`config.mk`:
```
export PLATFORM = sky130hd
export DESIGN_NAME = adder_operand_sequencer
export DESIGN_NICKNAME = d
export VERILOG_FILES = /design/src/rtl/adder_operand_sequencer.sv
export SDC_FILE = /design/constraint.sdc
export NUM_CORES = 1
export LEC_CHECK = 0
export ABC_AREA = 1
export BUFFER_PORTS_ARGS = -buffer_cell sky130_fd_sc_hd__buf_2
export CAP_MARGIN = 20
export CORE_MARGIN = 8
export CORE_UTILIZATION = 45
export CTS_CLUSTER_DIAMETER = 60
export CTS_CLUSTER_SIZE = 14
export DETAILED_ROUTE_END_ITERATION = 10
export SLEW_MARGIN = 20
export SYNTH_ARGS = -nofsm -noshare
export SYNTH_HDL_FRONTEND = slang
export SYNTH_SLANG_ARGS = --single-unit
```
`constraint.sdc`:
```
create_clock -name clk -period 4.1 [get_ports clk]
set_input_delay 1.23 -clock clk [delete_from_list [all_inputs] [get_ports clk]]
set_output_delay 1.23 -clock clk [all_outputs]
set_load 0.02 [all_outputs]
```
`src/rtl/adder_operand_sequencer.sv`:
```
// -----------------------------------------------------------------------------
// adder_operand_sequencer
//
// Upstream stage of the 4-bit signed-adder display path. It takes two operands
// from the slide switches, one per debounced pushbutton press. It then computes
// their 4-bit two's-complement sum and the signed overflow of that sum, and
// holds the results registered for the seven-segment driver.
//
// Ports:
//   clk       in   1  system clock (50 MHz)
//   rst_n     in   1  synchronous active-low reset
//   sw        in   4  operand switches, asynchronous, two's-complement
//   key_n     in   1  pushbutton, active-low, asynchronous, bouncy
//   input1    out  4  captured operand A
//   input2    out  4  captured operand B
//   sum       out  4  input1 + input2 modulo 16
//   overflow  out  1  signed overflow of that sum
//   valid     out  1  high while sum/overflow match input1/input2 (S_SHOW)
//   state     out  2  FSM state: 00 S_A, 01 S_B, 10 S_CALC, 11 S_SHOW
// -----------------------------------------------------------------------------
module adder_operand_sequencer #(
  parameter int unsigned DEBOUNCE_CYCLES = 500000,
  parameter int unsigned CNT_W           = 19
) (
  input  logic       clk,
  input  logic       rst_n,
  input  logic [3:0] sw,
  input  logic       key_n,
  output logic [3:0] input1,
  output logic [3:0] input2,
  output logic [3:0] sum,
  output logic       overflow,
  output logic       valid,
  output logic [1:0] state
);

  localparam logic [1:0] S_A    = 2'b00;
  localparam logic [1:0] S_B    = 2'b01;
  localparam logic [1:0] S_CALC = 2'b10;
  localparam logic [1:0] S_SHOW = 2'b11;

  localparam logic [CNT_W-1:0] CNT_LAST = CNT_W'(DEBOUNCE_CYCLES - 1);

  // Two-flop synchronizers
  logic             key_meta_q, key_s_q;
  logic [3:0]       sw_meta_q, sw_s_q;

  // Debounce and edge detect
  logic [CNT_W-1:0] cnt_q, cnt_d;
  logic             key_db_q, key_db_d;
  logic             key_db_prev_q;
  logic             press;

  // FSM and datapath
  logic [1:0]       state_q, state_d;
  logic [3:0]       input1_q, input1_d;
  logic [3:0]       input2_q, input2_d;
  logic [3:0]       sum_q, sum_d;
  logic             ovf_q, ovf_d;
  logic             valid_q, valid_d;
  logic [3:0]       sum_calc;

  // Debounced falling edge of the active-low key, i.e. the moment of a press.
  assign press    = key_db_prev_q & ~key_db_q;
  assign sum_calc = input1_q + input2_q;

  always_comb begin
    // NOTE: every signal gets a default first so no path leaves it unassigned;
    // an incomplete assignment in always_comb would infer a latch.
    cnt_d    = '0;
    key_db_d = key_db_q;

    if (key_s_q != key_db_q) begin
      if (cnt_q == CNT_LAST) begin
        // The level has held for DEBOUNCE_CYCLES cycles: accept it and restart.
        key_db_d = key_s_q;
      end else begin
        cnt_d = cnt_q + CNT_W'(1);
      end
    end

    state_d  = state_q;
    input1_d = input1_q;
    input2_d = input2_q;
    sum_d    = sum_q;
    ovf_d    = ovf_q;
    valid_d  = valid_q;

    case (state_q)
      S_A: begin
        if (press) begin
          input1_d = sw_s_q;
          state_d  = S_B;
        end
      end
      S_B: begin
        if (press) begin
          input2_d = sw_s_q;
          state_d  = S_CALC;
        end
      end
      S_CALC: begin
        // A press cannot arrive here: presses are DEBOUNCE_CYCLES apart.
        sum_d   = sum_calc;
        // Signed overflow: the operands have the same sign and the result does not.
        ovf_d   = (input1_q[3] == input2_q[3]) && (sum_calc[3] != input1_q[3]);
        valid_d = 1'b1;
        state_d = S_SHOW;
      end
      default: begin // S_SHOW
        if (press) begin
          // Start a new calculation: the press supplies operand A directly.
          input1_d = sw_s_q;
          input2_d = '0;
          sum_d    = '0;
          ovf_d    = 1'b0;
          valid_d  = 1'b0;
          state_d  = S_B;
        end
      end
    endcase
  end

  always_ff @(posedge clk) begin
    if (!rst_n) begin
      // NOTE: the key synchronizer resets to 1 (released) but the debounced
      // level resets to 0 (pressed). A key held through reset therefore never
      // produces a falling edge.
      key_meta_q    <= 1'b1;
      key_s_q       <= 1'b1;
      sw_meta_q     <= '0;
      sw_s_q        <= '0;
      cnt_q         <= '0;
      key_db_q      <= 1'b0;
      key_db_prev_q <= 1'b0;
      state_q       <= S_A;
      input1_q      <= '0;
      input2_q      <= '0;
      sum_q         <= '0;
      ovf_q         <= 1'b0;
      valid_q       <= 1'b0;
    end else begin
      // NOTE: non-blocking assignments make every flop sample the pre-edge
      // values. This is what gives the synchronizer chain its two-stage delay.
      key_meta_q    <= key_n;
      key_s_q       <= key_meta_q;
      sw_meta_q     <= sw;
      sw_s_q        <= sw_meta_q;
      cnt_q         <= cnt_d;
      key_db_q      <= key_db_d;
      key_db_prev_q <= key_db_q;
      state_q       <= state_d;
      input1_q      <= input1_d;
      input2_q      <= input2_d;
      sum_q         <= sum_d;
      ovf_q         <= ovf_d;
      valid_q       <= valid_d;
    end
  end

  assign input1   = input1_q;
  assign input2   = input2_q;
  assign sum      = sum_q;
  assign overflow = ovf_q;
  assign valid    = valid_q;
  assign state    = state_q;

endmodule
```
After elaboration in Yosys (flattened, before gate mapping)
Cells that the tools add are included.
{ "op_classes": {"n_mux": 10, "n_eq_ne": 7, "bitwise_logic": 7, "n_addsub": 2, "reduce_logical": 12} }
{ "ops": {"columns": ["operator", "n"], "rows": [
  ["$add 19x1->19 const B", 1],
  ["$eq 19x19->1 const B", 1],
  ["$pmux 4 s2", 2],
  ["$reduce_and 2->1", 5],
  ["$mux 4", 2],
  ["$not 1->1", 6],
  ["$reduce_or 2->1", 3],
  ["$add 4x4->4", 1],
  ["$mux 2", 2],
  ["$pmux 1 s2", 2],
  ["$pmux 2 s2", 1],
  ["$reduce_or 3->1", 1],
  ["$eq 2x1->1 const B", 1],
  ["$eq 2x2->1 const B", 1],
  ["$logic_not 2->1", 1],
  ["$ne 1x1->1", 2],
  ["$ne 2x2->1 const B", 1],
  ["$reduce_bool 2->1", 1],
  ["$and 1x1->1", 1],
  ["$eq 1x1->1", 1],
  ["$logic_and 1x1->1", 1],
  ["$mux 1", 1]
]} }
{ "word_totals": {"wordCells": 51, "in_bits": 7, "output_inout_bits": 16, "regBits": 47} }

Longest topological paths before layout
{ "logic_depth": {"word_depth": 4, "mapped_depth": 9, "ltp_nobuf": 9} }

Worst setup path after synthesis
OpenSTA, ideal clock, no wires.
{ "synth_timing": {"kind": "input to register", "start": "input port rst_n", "end": "register cnt_q[3]", "t_required_ns": 4.030, "path_buffers": 1, "path_stages": 4, "slack_ns": 2.304, "arrival_time_ns": 1.726, "setup_ns": 0.070, "cell_sequence": "nand3_1 > o21bai_4 > buf_6 > a21oi_1"} }
{ "synth_between": {"elab_chain_len": 2} }
{ "synth_rtl": {"columns": ["element", "line", "source"], "rows": [
  ["start, declared", "26", "input logic rst_n,"],
  ["$not 1->1 (no source line)", null, null],
  ["$reduce_or 3->1 (no source line)", null, null],
  ["end signal, assigned", "149", "cnt_q <= cnt_d;"],
  ["end, declared", "49", "logic [CNT_W-1:0] cnt_q, cnt_d;"]
]} }
Every way passes these cells.
A chain may end at the register's enable or synchronous reset.

Worst setup path in the final report
{ "layout_timing": {"start": "register input1_q[1], in the netlist input1[1]", "end": "output port input1[1]"} }
{ "layout_rtl": {"columns": ["element", "line", "source"], "rows": [
  ["start, declared", "56", "logic [3:0] input1_q, input1_d;"],
  ["start signal, assigned", "153", "input1_q <= input1_d;"],
  ["end, declared", "29", "output logic [3:0] input1,"]
]} }
No word-level cell between the ends.

==> impl_results.md <==
* Detail Placement HPWL at between 3000 and 4000 um
* Post-CTS sizing at 0
* CP Cell Sequence: buf_2
* Crit path buffers/inverters at 1
* Global-route wire length before repair at between 7000 and 8000 um
* Largest family of logic cells by synthesized area: simple AND/OR/NAND/NOR gates
* TNS Setup at 0 ps
* Hold Vio Cnt, Final at 0
* Tot GR Track Use at between 10 and 15%
* CTS tree: built
* Yosys top cell area share at 43.44%
* Die Height at ~85 um
* Ys async rst share at 0%
* Required time worst endpoint at 2870 ps
* Hold Slack at 421.0 ps
* Total of max-cap violations at 0
* Slowest stage cell on the critical path: dfxtp_1
* Drt pass-1 iters at 4
* Yosys cell types at 23
* Tcrit/Tclk final at between 50% and 60%
* Crit. End Element: primary output
* Top Ports at 23
* Top FF cell, synth: dfxtp_1
* Multi-input gate area at 1045 sq um
* Number of flops mapped to enable cells by yosys at 0
* Root buffer cell: clkbuf_8
* Nets at about 350
* DRC at 0
* Max-slew violation count at 0
* TritonCTS buffer count at 5
* Max Freq at about 460 MHz
* Area Overhead vs Synth at 11.15%
* Design area at 2407 sq um
* CTS sink cnt at 47
* Vias in the first global route at ~1,700
* Post-synthesis mux area share at 0%
* Clock Latency Late Sink at around 300 ps
* Die area at 7289 sq um
* Remaining antenna violation count at 0
* Synth Instances at 303
* Syn_area_per_cell at a little over 7 sq um
* Slew at the pin closest to its max-slew limit at about 410 ps
* Synth area leader: dfxtp_1
* Maximum vdd drop at about 0.00016 V
* Max-slew headroom at between 70% and 80%
* Initial Utilization at around 46%
* Yosys warnings at 0
* Setup violators final at 0
* Ant. Diodes at 0
* Crit path kind: reg2out
* Crit-path max FO at 4
* Initial antenna violation count at 0
* Leakage at 1.046 nW
* Post-layout min period at around 2200 ps
* CTS H-tree lvls at 2
* Fraction of final layout cells sized beyond drive strength 1 at roughly an eighth
* Most frequent cell after synthesis: nand2_1
* Post-Place Cell Area at between 2000 and 2500 sq um
* Longest Clk Path Bufs at 2
* Reg area at approximately 940 sq um
* Placeable core area at 4692 sq um
* Wirelength per Cell at ~11 um
* Vias per cell at 4.726
* Synth cell count leaders: nand2_1 (80), dfxtp_1 (47), inv_1 (42), nor2_1 (39), nand3_1 (25)
* PwrDens at around 310 nW/um^2
* Synthesized cell area at 2166 sq um
* Number of port buffers at 22
* Die X at 85.38 um
* Via count at 1,810
* Simple-gate share of the synthesized area at between 30% and 40%
* Post-synthesis sequential area ratio at around 43%
* DR iter-0 viols at between 100 and 150
* Unrepaired setup endpoints after global routing: false
* GRT overflow at 0
* FP Rows at 25
* Fillers at 476
* Crit-path leading delay family: flip-flops
* WL final at around 4400 um
* Largest net degree at the start of global routing at 17
* Synth Area in XOR/XNOR at 2.426%
* Final clock skew at between 7 and 8 ps
* WP data arrival at approximately 930 ps
* FF+latch count, synth at 47
* Post-Synth Adder-Cell Area at about 5.5%
* Hold Buf Count CTS at 0
* Synth Area in Compound Gates at 8.146%
* Setup Fix Bufs, Post-CTS at 0
* Post-Syn Nets at about 320
* HP Class: reg2reg
* Worst-path clk slew at about 90 ps
* Worst setup margin at 1938 ps
* Startpoint types: register
* Status: finished, final reports clean
* CP peak stage delay at approximately 430 ps
* GPL Wtd Cong at ~0.8
* Ranking of synthesized cells by area: dfxtp_1 (43%), nand2_1 (14%), inv_1 (7.3%)
* Place WS at about 1900 ps
cell usage in the layout (no fill, tap or decap):
| cell type | count |
|---|---|
| a211oi_1 | 1 |
| dfxtp_1 | 47 |
| clkinv_4 | 1 |
| ha_1 | 8 |
| o21bai_4 | 1 |
| inv_2 | 1 |
| nand4_1 | 6 |
| buf_2 | 22 |
| inv_1 | 42 |
| nor3_1 | 2 |
| nand3_2 | 2 |
| xor2_1 | 6 |
| o21ai_0 | 6 |
| and2_1 | 1 |
| nand3_1 | 25 |
| or2_2 | 4 |
| nand2b_1 | 1 |
| or2_0 | 1 |
| fa_1 | 1 |
| nor2_1 | 39 |
| nand2_1 | 80 |
| clkinv_2 | 1 |
| clkbuf_8 | 5 |
| a21oi_1 | 24 |
| nor2_2 | 2 |
state kept, by name, summed over array words and instances, names as in the netlist, 2 cells and up:
name	count
state	2
sum	4
sw_s_q	4
sw_meta_q	4
cnt_q	19
input1	4
input2	4
logic make-up after synthesis:
family / count (synthesis)
and+or+nand+nor: 163
DFF: 47
buffers and inverters: 46
AOI/OAI and AO/OA: 32
adders and majority gates: 9
xor gates and xnor gates: 6
final timing paths:
| kind | cells past startpoint | to | startpoint | slack (ps) |
|---|---|---|---|---|
| min reg2reg | 2 | sw_s_q[3]$_SDFF_PN0_ | sw_meta_q[3]$_SDFF_PN0_ | 420 |
| min | 2 | sw_s_q[3]$_SDFF_PN0_ | sw_meta_q[3]$_SDFF_PN0_ | 420 |
| max reg2reg | 6 | cnt_q[10]$_SDFF_PP0_ | cnt_q[0]$_SDFF_PP0_ | 2440 |
| max | 1 | input1[1] | input1[1]$_SDFFE_PN0P_ | 1940 |
cell type report:
class	instances	share of cell area (%)
Clock buffer	5	2.859
Clock inverter	2	0.5717
Inverter	43	6.705
Multi-Input combinational cell	210	43.40
Sequential cell	47	39.09
Tap cell	54	2.807
Timing Repair Buffer	22	4.574
where the power goes:
part	leakage, nW	switching, W	total, W	internal, W
logic	0.621	0.0000125	0.0000201	0.00000757
clock network	0.0440	0.000154	0.000271	0.000117
registers	0.381	0.00000436	0.000467	0.000463
total	1.05	0.000171	0.000758	0.000587
per-stage QoR:
stage	std cells	utilization, %	power [W]
after global routing	383	51.31	0.0007922
after floorplan	303	-	0.0004923
after global placement	376	49.55	0.0004981
after CTS	383	51.31	0.0007682
after detailed placement	376	49.55	0.0004982
final	383	51.31	0.0007580
per-layer routing:
metal  wire length (um)  global-route usage [%]
met1               2443                   19.12
met2               1648                   16.97
met3                226                   3.764
met4                 62                   4.777
met5                  0                       0
Power figures use the tool's default switching activity.
